===== src/rtl/fp_mul_pipe.sv =====
// Three-stage pipelined floating-point multiplier with valid/ready flow control and RNE rounding.
// Optional sticky exception accumulator enabled by defining FP_MUL_PIPE_STICKY_FLAGS_EN.
module fp_mul_pipe #(
  parameter  int EXP_WIDTH  = 8,
  parameter  int FRAC_WIDTH = 7,
  localparam int W          = 1 + EXP_WIDTH + FRAC_WIDTH
) (
  input  logic         clk,
  input  logic         rst,
  input  logic         in_valid,
  output logic         in_ready,
  input  logic [W-1:0] op_a,
  input  logic [W-1:0] op_b,
  output logic         out_valid,
  input  logic         out_ready,
  output logic [W-1:0] out_res,
  output logic [3:0]   out_flags
`ifdef FP_MUL_PIPE_STICKY_FLAGS_EN
  ,
  input  logic         flags_clr,
  output logic [3:0]   sticky_flags
`endif
);

  localparam int M  = FRAC_WIDTH + 1;
  localparam int PW = 2 * M;
  localparam int EW = EXP_WIDTH + 2;

  localparam logic [EW-1:0]        BIAS_V    = EW'((2 ** (EXP_WIDTH - 1)) - 1);
  localparam logic signed [EW-1:0] EXP_MAX_S = EW'((2 ** EXP_WIDTH) - 1);
  localparam logic signed [EW-1:0] EXP_ZERO  = {EW{1'b0}};
  localparam logic [EXP_WIDTH-1:0] EXP_ONES  = {EXP_WIDTH{1'b1}};
  localparam logic [EXP_WIDTH-1:0] EXP_NONE  = {EXP_WIDTH{1'b0}};
  localparam logic [FRAC_WIDTH-1:0] FRAC_NONE = {FRAC_WIDTH{1'b0}};
  localparam logic [W-1:0] QNAN = {1'b0, EXP_ONES, 1'b1, {(FRAC_WIDTH-1){1'b0}}};

  // Handshake chain
  logic w_adv1, w_adv2, w_adv3;

  // Stage 1 combinational decode
  logic [EXP_WIDTH-1:0]  w_exp_a, w_exp_b;
  logic [FRAC_WIDTH-1:0] w_frac_a, w_frac_b;
  logic w_a_zero, w_b_zero, w_a_inf, w_b_inf, w_a_nan, w_b_nan;
  logic w_s1_inv, w_s1_nan, w_s1_inf, w_s1_zero;
  logic signed [EW-1:0] w_exp_sum;

  // Stage 1 registers
  logic                 r1_valid, r1_sign, r1_nan, r1_inv, r1_inf, r1_zero;
  logic signed [EW-1:0] r1_exp;
  logic [M-1:0]         r1_ma, r1_mb;

  // Stage 2 registers
  logic                 r2_valid, r2_sign, r2_nan, r2_inv, r2_inf, r2_zero;
  logic signed [EW-1:0] r2_exp;
  logic [PW-1:0]        r2_prod;

  // Stage 3 combinational normalise/round/pack
  logic                  w_norm, w_guard, w_sticky, w_round_up, w_rcarry, w_ovf, w_unf;
  logic [M-1:0]          w_kept;
  logic [M:0]            w_rounded;
  logic [FRAC_WIDTH-1:0] w_frac;
  logic signed [EW-1:0]  w_exp_fin;
  logic [W-1:0]          w_res;
  logic [3:0]            w_flags;

  // Stage 3 / output registers
  logic         r3_valid;
  logic [W-1:0] r_out_res;
  logic [3:0]   r_out_flags;

  // Each stage may move when the stage after it is empty or moving
  always_comb begin
    w_adv3 = !r3_valid || out_ready;
    w_adv2 = !r2_valid || w_adv3;
    w_adv1 = !r1_valid || w_adv2;
  end

  assign in_ready  = w_adv1;
  assign out_valid = r3_valid;
  assign out_res   = r_out_res;
  assign out_flags = r_out_flags;

  // Operand unpack and classification; subnormals are treated as zero
  always_comb begin
    w_exp_a   = op_a[W-2 -: EXP_WIDTH];
    w_exp_b   = op_b[W-2 -: EXP_WIDTH];
    w_frac_a  = op_a[FRAC_WIDTH-1:0];
    w_frac_b  = op_b[FRAC_WIDTH-1:0];
    w_a_zero  = (w_exp_a == EXP_NONE);
    w_b_zero  = (w_exp_b == EXP_NONE);
    w_a_inf   = (w_exp_a == EXP_ONES) && (w_frac_a == FRAC_NONE);
    w_b_inf   = (w_exp_b == EXP_ONES) && (w_frac_b == FRAC_NONE);
    w_a_nan   = (w_exp_a == EXP_ONES) && (w_frac_a != FRAC_NONE);
    w_b_nan   = (w_exp_b == EXP_ONES) && (w_frac_b != FRAC_NONE);
    w_s1_inv  = (w_a_inf && w_b_zero) || (w_b_inf && w_a_zero);
    w_s1_nan  = w_a_nan || w_b_nan || w_s1_inv;
    w_s1_inf  = w_a_inf || w_b_inf;
    w_s1_zero = w_a_zero || w_b_zero;
    w_exp_sum = {2'b00, w_exp_a} + {2'b00, w_exp_b} - BIAS_V;
  end

  // Stage 1 register: class bits, sign, biased exponent sum, mantissas
  always_ff @(posedge clk or posedge rst) begin
    if (rst) begin
      r1_valid <= 1'b0;
      r1_sign  <= 1'b0;
      r1_nan   <= 1'b0;
      r1_inv   <= 1'b0;
      r1_inf   <= 1'b0;
      r1_zero  <= 1'b0;
      r1_exp   <= EXP_ZERO;
      r1_ma    <= {M{1'b0}};
      r1_mb    <= {M{1'b0}};
    end else if (w_adv1) begin
      r1_valid <= in_valid;
      if (in_valid) begin
        r1_sign <= op_a[W-1] ^ op_b[W-1];
        r1_nan  <= w_s1_nan;
        r1_inv  <= w_s1_inv;
        r1_inf  <= w_s1_inf;
        r1_zero <= w_s1_zero;
        r1_exp  <= w_exp_sum;
        r1_ma   <= {1'b1, w_frac_a};
        r1_mb   <= {1'b1, w_frac_b};
      end
    end
  end

  // Stage 2 register: full-width mantissa product
  always_ff @(posedge clk or posedge rst) begin
    if (rst) begin
      r2_valid <= 1'b0;
      r2_sign  <= 1'b0;
      r2_nan   <= 1'b0;
      r2_inv   <= 1'b0;
      r2_inf   <= 1'b0;
      r2_zero  <= 1'b0;
      r2_exp   <= EXP_ZERO;
      r2_prod  <= {PW{1'b0}};
    end else if (w_adv2) begin
      r2_valid <= r1_valid;
      if (r1_valid) begin
        r2_sign <= r1_sign;
        r2_nan  <= r1_nan;
        r2_inv  <= r1_inv;
        r2_inf  <= r1_inf;
        r2_zero <= r1_zero;
        r2_exp  <= r1_exp;
        r2_prod <= r1_ma * r1_mb;
      end
    end
  end

  // Normalise, round to nearest even, range check and special-case select
  always_comb begin
    w_norm = r2_prod[PW-1];
    if (w_norm) begin
      w_kept   = r2_prod[PW-1 -: M];
      w_guard  = r2_prod[M-1];
      w_sticky = |r2_prod[M-2:0];
    end else begin
      w_kept   = r2_prod[PW-2 -: M];
      w_guard  = r2_prod[M-2];
      w_sticky = |r2_prod[M-3:0];
    end
    w_round_up = w_guard && (w_sticky || w_kept[0]);
    w_rounded  = {1'b0, w_kept} + {{M{1'b0}}, w_round_up};
    w_rcarry   = w_rounded[M];
    // A carry out leaves 1.000..0, so the fraction is the shifted-down low bits
    if (w_rcarry) begin
      w_frac = w_rounded[FRAC_WIDTH:1];
    end else begin
      w_frac = w_rounded[FRAC_WIDTH-1:0];
    end
    w_exp_fin = r2_exp + {{(EW-1){1'b0}}, w_norm} + {{(EW-1){1'b0}}, w_rcarry};
    w_ovf     = (w_exp_fin >= EXP_MAX_S);
    w_unf     = (w_exp_fin <= EXP_ZERO);

    if (r2_nan) begin
      w_res   = QNAN;
      w_flags = {r2_inv, 3'b000};
    end else if (r2_inf) begin
      w_res   = {r2_sign, EXP_ONES, FRAC_NONE};
      w_flags = 4'b0000;
    end else if (r2_zero) begin
      w_res   = {r2_sign, EXP_NONE, FRAC_NONE};
      w_flags = 4'b0000;
    end else if (w_ovf) begin
      w_res   = {r2_sign, EXP_ONES, FRAC_NONE};
      w_flags = 4'b0101;
    end else if (w_unf) begin
      w_res   = {r2_sign, EXP_NONE, FRAC_NONE};
      w_flags = 4'b0011;
    end else begin
      w_res   = {r2_sign, w_exp_fin[EXP_WIDTH-1:0], w_frac};
      w_flags = {3'b000, w_guard || w_sticky};
    end
  end

  // Stage 3 register: packed result and flags, held while the consumer stalls
  always_ff @(posedge clk or posedge rst) begin
    if (rst) begin
      r3_valid    <= 1'b0;
      r_out_res   <= {W{1'b0}};
      r_out_flags <= 4'b0000;
    end else if (w_adv3) begin
      r3_valid <= r2_valid;
      if (r2_valid) begin
        r_out_res   <= w_res;
        r_out_flags <= w_flags;
      end
    end
  end

`ifdef FP_MUL_PIPE_STICKY_FLAGS_EN
  logic       w_out_hs;
  logic [3:0] r_sticky_flags;

  assign w_out_hs     = r3_valid && out_ready;
  assign sticky_flags = r_sticky_flags;

  // Accumulate flags of delivered results; a clear concurrent with delivery keeps only the new flags
  always_ff @(posedge clk or posedge rst) begin
    if (rst) begin
      r_sticky_flags <= 4'b0000;
    end else if (w_out_hs) begin
      r_sticky_flags <= flags_clr ? r_out_flags : (r_sticky_flags | r_out_flags);
    end else if (flags_clr) begin
      r_sticky_flags <= 4'b0000;
    end
  end
`endif

endmodule


===== config.mk =====
export PLATFORM = sky130hd
export DESIGN_NAME = fp_mul_pipe
export DESIGN_NICKNAME = d
export VERILOG_FILES = /design/src/rtl/fp_mul_pipe.sv
export SDC_FILE = /design/constraint.sdc
export NUM_CORES = 1
export LEC_CHECK = 0
export BUFFER_PORTS_ARGS = -buffer_cell sky130_fd_sc_hd__buf_2
export CORE_UTILIZATION = 55
export DETAILED_ROUTE_END_ITERATION = 8
export PLACE_DENSITY = 0.73
export SYNTH_ARGS = -nofsm -noshare
export SYNTH_HDL_FRONTEND = slang
export SYNTH_SLANG_ARGS = --single-unit

===== constraint.sdc =====
create_clock -name clk -period 14.7 [get_ports clk]
set_input_delay 4.41 -clock clk [delete_from_list [all_inputs] [get_ports clk]]
set_output_delay 4.41 -clock clk [all_outputs]
set_load 0.01 [all_outputs]

Word level (Yosys, flattened, before mapping)

Cells that the tools add are included.

Bits in registers: 85
Input port bits: 36
Output and inout port bits: 22
Logic and storage cells: 76

Muxes and demuxes: 14
Add/subtract/negate cells: 5
Bitwise logic cells: 1
$mul: 1
Reduce and logical (&&, ||, !) cells: 31
Equality and inequality tests: 2
Magnitude comparators: 2

Operator list:

| kind                                                               | count |
|---|---|
| 2-to-1 mux 15 bit                                                  | 4 |
| adder 10 x 1 -> 10 bit                                             | 2 |
| == test 8 bit, second input constant                               | 2 |
| zero test 8 bit                                                    | 2 |
| multiplier 8 x 8 -> 16 bit                                         | 1 |
| 2-to-1 mux 16 bit                                                  | 1 |
| zero test 7 bit                                                    | 2 |
| nonzero test 7 bit                                                 | 2 |
| greater-or-equal comparator 10 x 9 -> 1 bit, second input constant | 1 |
| less-or-equal comparator 10 x 1 -> 1 bit, second input constant    | 1 |
| logical OR 1 bit                                                   | 10 |
| subtractor 9 x 7 -> 10 bit, second input constant                  | 1 |
| adder 8 x 1 -> 9 bit                                               | 1 |
| adder 8 x 8 -> 9 bit                                               | 1 |
| 2-to-1 mux 3 bit                                                   | 3 |
| 2-to-1 mux 8 bit                                                   | 1 |
| logical AND 1 bit                                                  | 7 |
| 2-to-1 mux 7 bit                                                   | 1 |
| OR reduction 7 bit                                                 | 1 |
| AND reduction 2 bit                                                | 3 |
| OR reduction 6 bit                                                 | 1 |
| 2-to-1 mux 4 bit                                                   | 1 |
| zero test 1 bit                                                    | 3 |
| 2-to-1 mux 1 bit                                                   | 2 |
| other kinds (2)                                                    | 2 |

Logic depth before layout (Yosys ltp)

Depth in word-level cells: 12
Depth in mapped cells: 21
Mapped depth without buffers: 20

Least setup slack after synthesis

OpenSTA, ideal clock, no wires.

Kind: input-to-output
From: input port out_ready
To: output port in_ready
Required time: 10290 ps
Path slack: 5584 ps
Buffers on the path: 0
Stages: 2
Arrival time: 4706 ps
Path through: nor2b_1 > nand3_1

Cells in the longest elaborated chain, start to end: 3

Ends and longest elaborated chain:

| element            | RTL line | RTL |
|---|---|---|
| start: declaration | 15       | `input logic out_ready,` |
| logical OR 1 bit   | 73       | `w_adv3 = !r3_valid \|\| out_ready;` |
| logical OR 1 bit   | 74       | `w_adv2 = !r2_valid \|\| w_adv3;` |
| logical OR 1 bit   | 75       | `w_adv1 = !r1_valid \|\| w_adv2;` |
| end: declaration   | 11       | `output logic in_ready,` |

Every way passes these cells.

Worst setup path after layout

Same ends and word-level chain as after synthesis.

==> impl_summary.log <==
[metrics] vias: 4750
[metrics] RSZ-0062 raised after global routing: no
[metrics] data required time at the worst endpoint: about 10000 ps
[metrics] Max stage delay on crit path: about 220 ps
[metrics] dominant synthesized flop cell: sky130_fd_sc_hd__dfrtp_1
[metrics] worst-case vdd ir drop: just over 0.00009 V
[metrics] area taken by multi-input logic gates: 3931 um^2
[metrics] count leader, synth: sky130_fd_sc_hd__nand2_1
[metrics] ratio of cells with drive above 1 in the final layout: between 10% and 20%
[metrics] starting DRC count in detailed routing: 240
[metrics] Final Wtd Congestion: about 0.87
[metrics] largest net degree at the start of global routing: 85
[metrics] total clock buffers created by CTS: 9
[metrics] number of warnings printed during yosys synthesis: 0
[metrics] largest area contributor in the netlist: sky130_fd_sc_hd__dfrtp_1
[metrics] clock insertion delay at the later pin of the skew report: around 330 ps
[metrics] Async SR Flop Fraction: 100.0%
[metrics] DRC violations left: 0
[metrics] worst-case clock skew: between 6 and 7 ps
[metrics] static leakage: approximately 3.4 nW
[metrics] count of mapped cells out of synthesis: 665
[metrics] first-pass GRT wire length: roughly 22000 um
[metrics] mean instance size in the synthesized netlist: approximately 9.6 um^2
[metrics] Die Width: 109.6 um
[metrics] antenna diode count: 0
[metrics] buffer cell driving the clock tree root: sky130_fd_sc_hd__clkbuf_16
[metrics] top cell type's share of synthesized area: between 30 and 40%
[metrics] mean number of vias per cell: roughly 5.5
[metrics] post-synthesis register bit count: 84
[metrics] Synth Net Count: around 790
[metrics] P per Cell Area: between 200 and 250 nW/um^2
[metrics] result of the run: finished clean
[metrics] data arrival time of the critical path: between 5000 and 6000 ps
[metrics] clock transition time at the flip-flop clock pins of the worst setup and hold paths: 50 ps
[metrics] count of pins over their slew limit: 0
[metrics] placeable core region: approximately 11000 um^2
[metrics] Die Area: approximately 12000 um^2
[metrics] number of routed nets with antenna violations: 0
[metrics] Post-DP HPWL: roughly 10000 um
[metrics] Routed wire per std cell: 14.87 um
[metrics] number of inserted filler cells in the final layout: ~950
[metrics] EDFF count, synth: 0
[metrics] cell with the most instances on the worst path: sky130_fd_sc_hd__buf_2
[metrics] Tightest Pin Transition: between 1000 and 1500 ps
[metrics] maximum net fanout on the critical path: 4
[metrics] CTS tree: built
[metrics] number of setup violations in the final report: 0
[metrics] synthesis-to-layout area growth: 10.76%
[metrics] hold crit path type: reg2reg
[metrics] remaining max-slew budget at the tightest pin: ~33%
[metrics] endpoint type of the worst setup path: output port
[metrics] htree depth: 3
[metrics] leading post-synthesis cells by instance count: 88 x sky130_fd_sc_hd__nand2_1, 84 x sky130_fd_sc_hd__dfrtp_1, 67 x sky130_fd_sc_hd__inv_1
[metrics] post-CTS repair timing setup buffer count: 0
[metrics] PnR Total Power: 1.506 mW
[metrics] TritonCTS sink count: 84
[metrics] count of hold buffers inserted by post-cts repair: 0
[metrics] maximum clock path buffer count: 2
[metrics] total negative slack for setup checks: 0 ps
[metrics] FF/Latch Area: ~2100 um^2
[metrics] Min Clock Period, post-route: 9553 ps
[metrics] CP Class: in2out
[metrics] number of different library cells in the post-synthesis netlist: 54
[metrics] number of antenna violations at the first check in global routing: 0
[metrics] initial core utilization: a little under three fifths
[metrics] via count of the first global-routing pass: between 4000 and 5000
[metrics] portion of the post-synthesis area used by sequential elements: between 30% and 40%
[metrics] CP startpoint: out_ready
[metrics] critical-path cell list: buf_2, nor2b_1, nand3_1, buf_2
[metrics] Detailed Route WL: roughly 13000 um
[metrics] Final period util: ~65%
[metrics] achievable clock frequency: 0.1047 GHz
[metrics] worst-path cell with the longest stage delay: sky130_fd_sc_hd__nand3_1
[metrics] total gr overflow: 0
[metrics] Final Hold Viols: 0
[metrics] number of nets in the layout: between 800 and 900
[metrics] startpoint of the worst hold path: out_res[0]$_DFFE_PP0P_
[metrics] row cnt: 38
[metrics] leading post-synthesis cells by cell area: sky130_fd_sc_hd__dfrtp_1 33%, sky130_fd_sc_hd__fa_1 12%, sky130_fd_sc_hd__ha_1 11%
[metrics] number of I/O pins: 58
[metrics] Worst R2R Start: r1_ma[7]$_DFFE_PP0P_
[metrics] die span in y: 109.6 um
[metrics] number of gates given a new drive strength after cts: 0
[metrics] port buffer count: 57
[metrics] TritonRoute pass-1 iters: 4
[metrics] global router's overall resource usage: 23.79%
[metrics] max-cap violations: 0
[metrics] crit start category: input port
[metrics] post-synthesis cell area: 6371 um^2
through the flow:
| step | setup slack (ps) | utilization, % | std cells | instance area, um^2 | hold slack (ps) |
|---|---|---|---|---|---|
| floorplan | 5584 | - | 665 | 6371 | 439.3 |
| CTS | 5140 | 63.70 | 859 | 7057 | 483.9 |
| detailed placement | 5152 | 61.03 | 843 | 6761 | 471.6 |
| finish | 5147 | 63.70 | 859 | 7057 | 477.1 |
| global placement | 5167 | 61.03 | 843 | 6761 | 449.3 |
| global route | 5086 | 63.70 | 859 | 7057 | 507.5 |
final cells by class:
type                    count  area share, %
multi-input cells         493          55.71
flip-flops and latches     84          29.79
repair buffers             59          4.255
inverters                  67          3.582
clock buffers              12          3.493
well taps                 140          2.482
clock inverters             4         0.6915
state kept, by name, indices dropped and copies added (netlist names), 4 cells and up:
name and count:
out_flags 4, out_res 16, r1_exp 10, r1_ma 8, r1_mb 7, r2_exp 10, r2_prod 16
per-layer routing:
layer,wire length (um),up-vias,GRT usage (%)
li1,-,2349,-
met1,6017,2289,32.81
met2,6131,100,38.63
met3,475,12,4.031
met4,148,0,6.952
met5,0,-,0
critical path: cells and delay by family:
family                 cells  cell delay (ps)
and+or+nand+nor            2              420
buffers and inverters      2              300
cell families after synthesis:
logic type,share of synthesized area (%)
buffers and inverters,5.302
and+or+nand+nor,16.81
muxes,8.170
DFF,32.99
adders and majority gates,22.23
AOI/OAI and AO/OA,10.23
xor gates and xnor gates,4.262
power breakdown:
part	total, mW	internal, mW	switching, mW
registers	0.389	0.304	0.0851
logic	0.897	0.422	0.476
clock network	0.219	0.136	0.0835
cell usage in the layout, fill, tap and decap left out, types with 7 or more instances in the layout:
master | synthesis | layout
sky130_fd_sc_hd__mux2_2 | 40 | 40
sky130_fd_sc_hd__nand2_1 | 88 | 88
sky130_fd_sc_hd__mux2i_1 | 7 | 7
sky130_fd_sc_hd__nor2_1 | 32 | 32
sky130_fd_sc_hd__ha_1 | 54 | 54
sky130_fd_sc_hd__nor3_1 | 11 | 11
sky130_fd_sc_hd__inv_1 | 67 | 66
sky130_fd_sc_hd__nor4_1 | 7 | 7
sky130_fd_sc_hd__xor2_1 | 16 | 16
sky130_fd_sc_hd__fa_1 | 37 | 37
sky130_fd_sc_hd__nand2b_1 | 7 | 7
sky130_fd_sc_hd__o21ai_0 | 41 | 41
sky130_fd_sc_hd__nand4_1 | 7 | 7
sky130_fd_sc_hd__a21oi_1 | 19 | 19
sky130_fd_sc_hd__buf_2 | 0 | 57
sky130_fd_sc_hd__and2_1 | 37 | 37
sky130_fd_sc_hd__xnor2_1 | 15 | 15
sky130_fd_sc_hd__dfrtp_1 | 84 | 84
sky130_fd_sc_hd__clkbuf_16 | 0 | 9
sky130_fd_sc_hd__nand3_1 | 11 | 11
final timing paths:
path	cells past startpoint	to	slack, ps
worst max-delay path	4	in_ready	5150
worst min-delay path	2	out_res[0]$_DFFE_PP0P_	480
worst max register to register	16	r2_prod[15]$_DFFE_PP0P_	9690
worst min register to register	2	out_res[0]$_DFFE_PP0P_	480
max in group asynchronous	3	out_res[5]$_DFFE_PP0P_	9670
min in group asynchronous	3	r1_exp[0]$_DFFE_PP0P_	4380
Power figures use the tool's default switching activity.
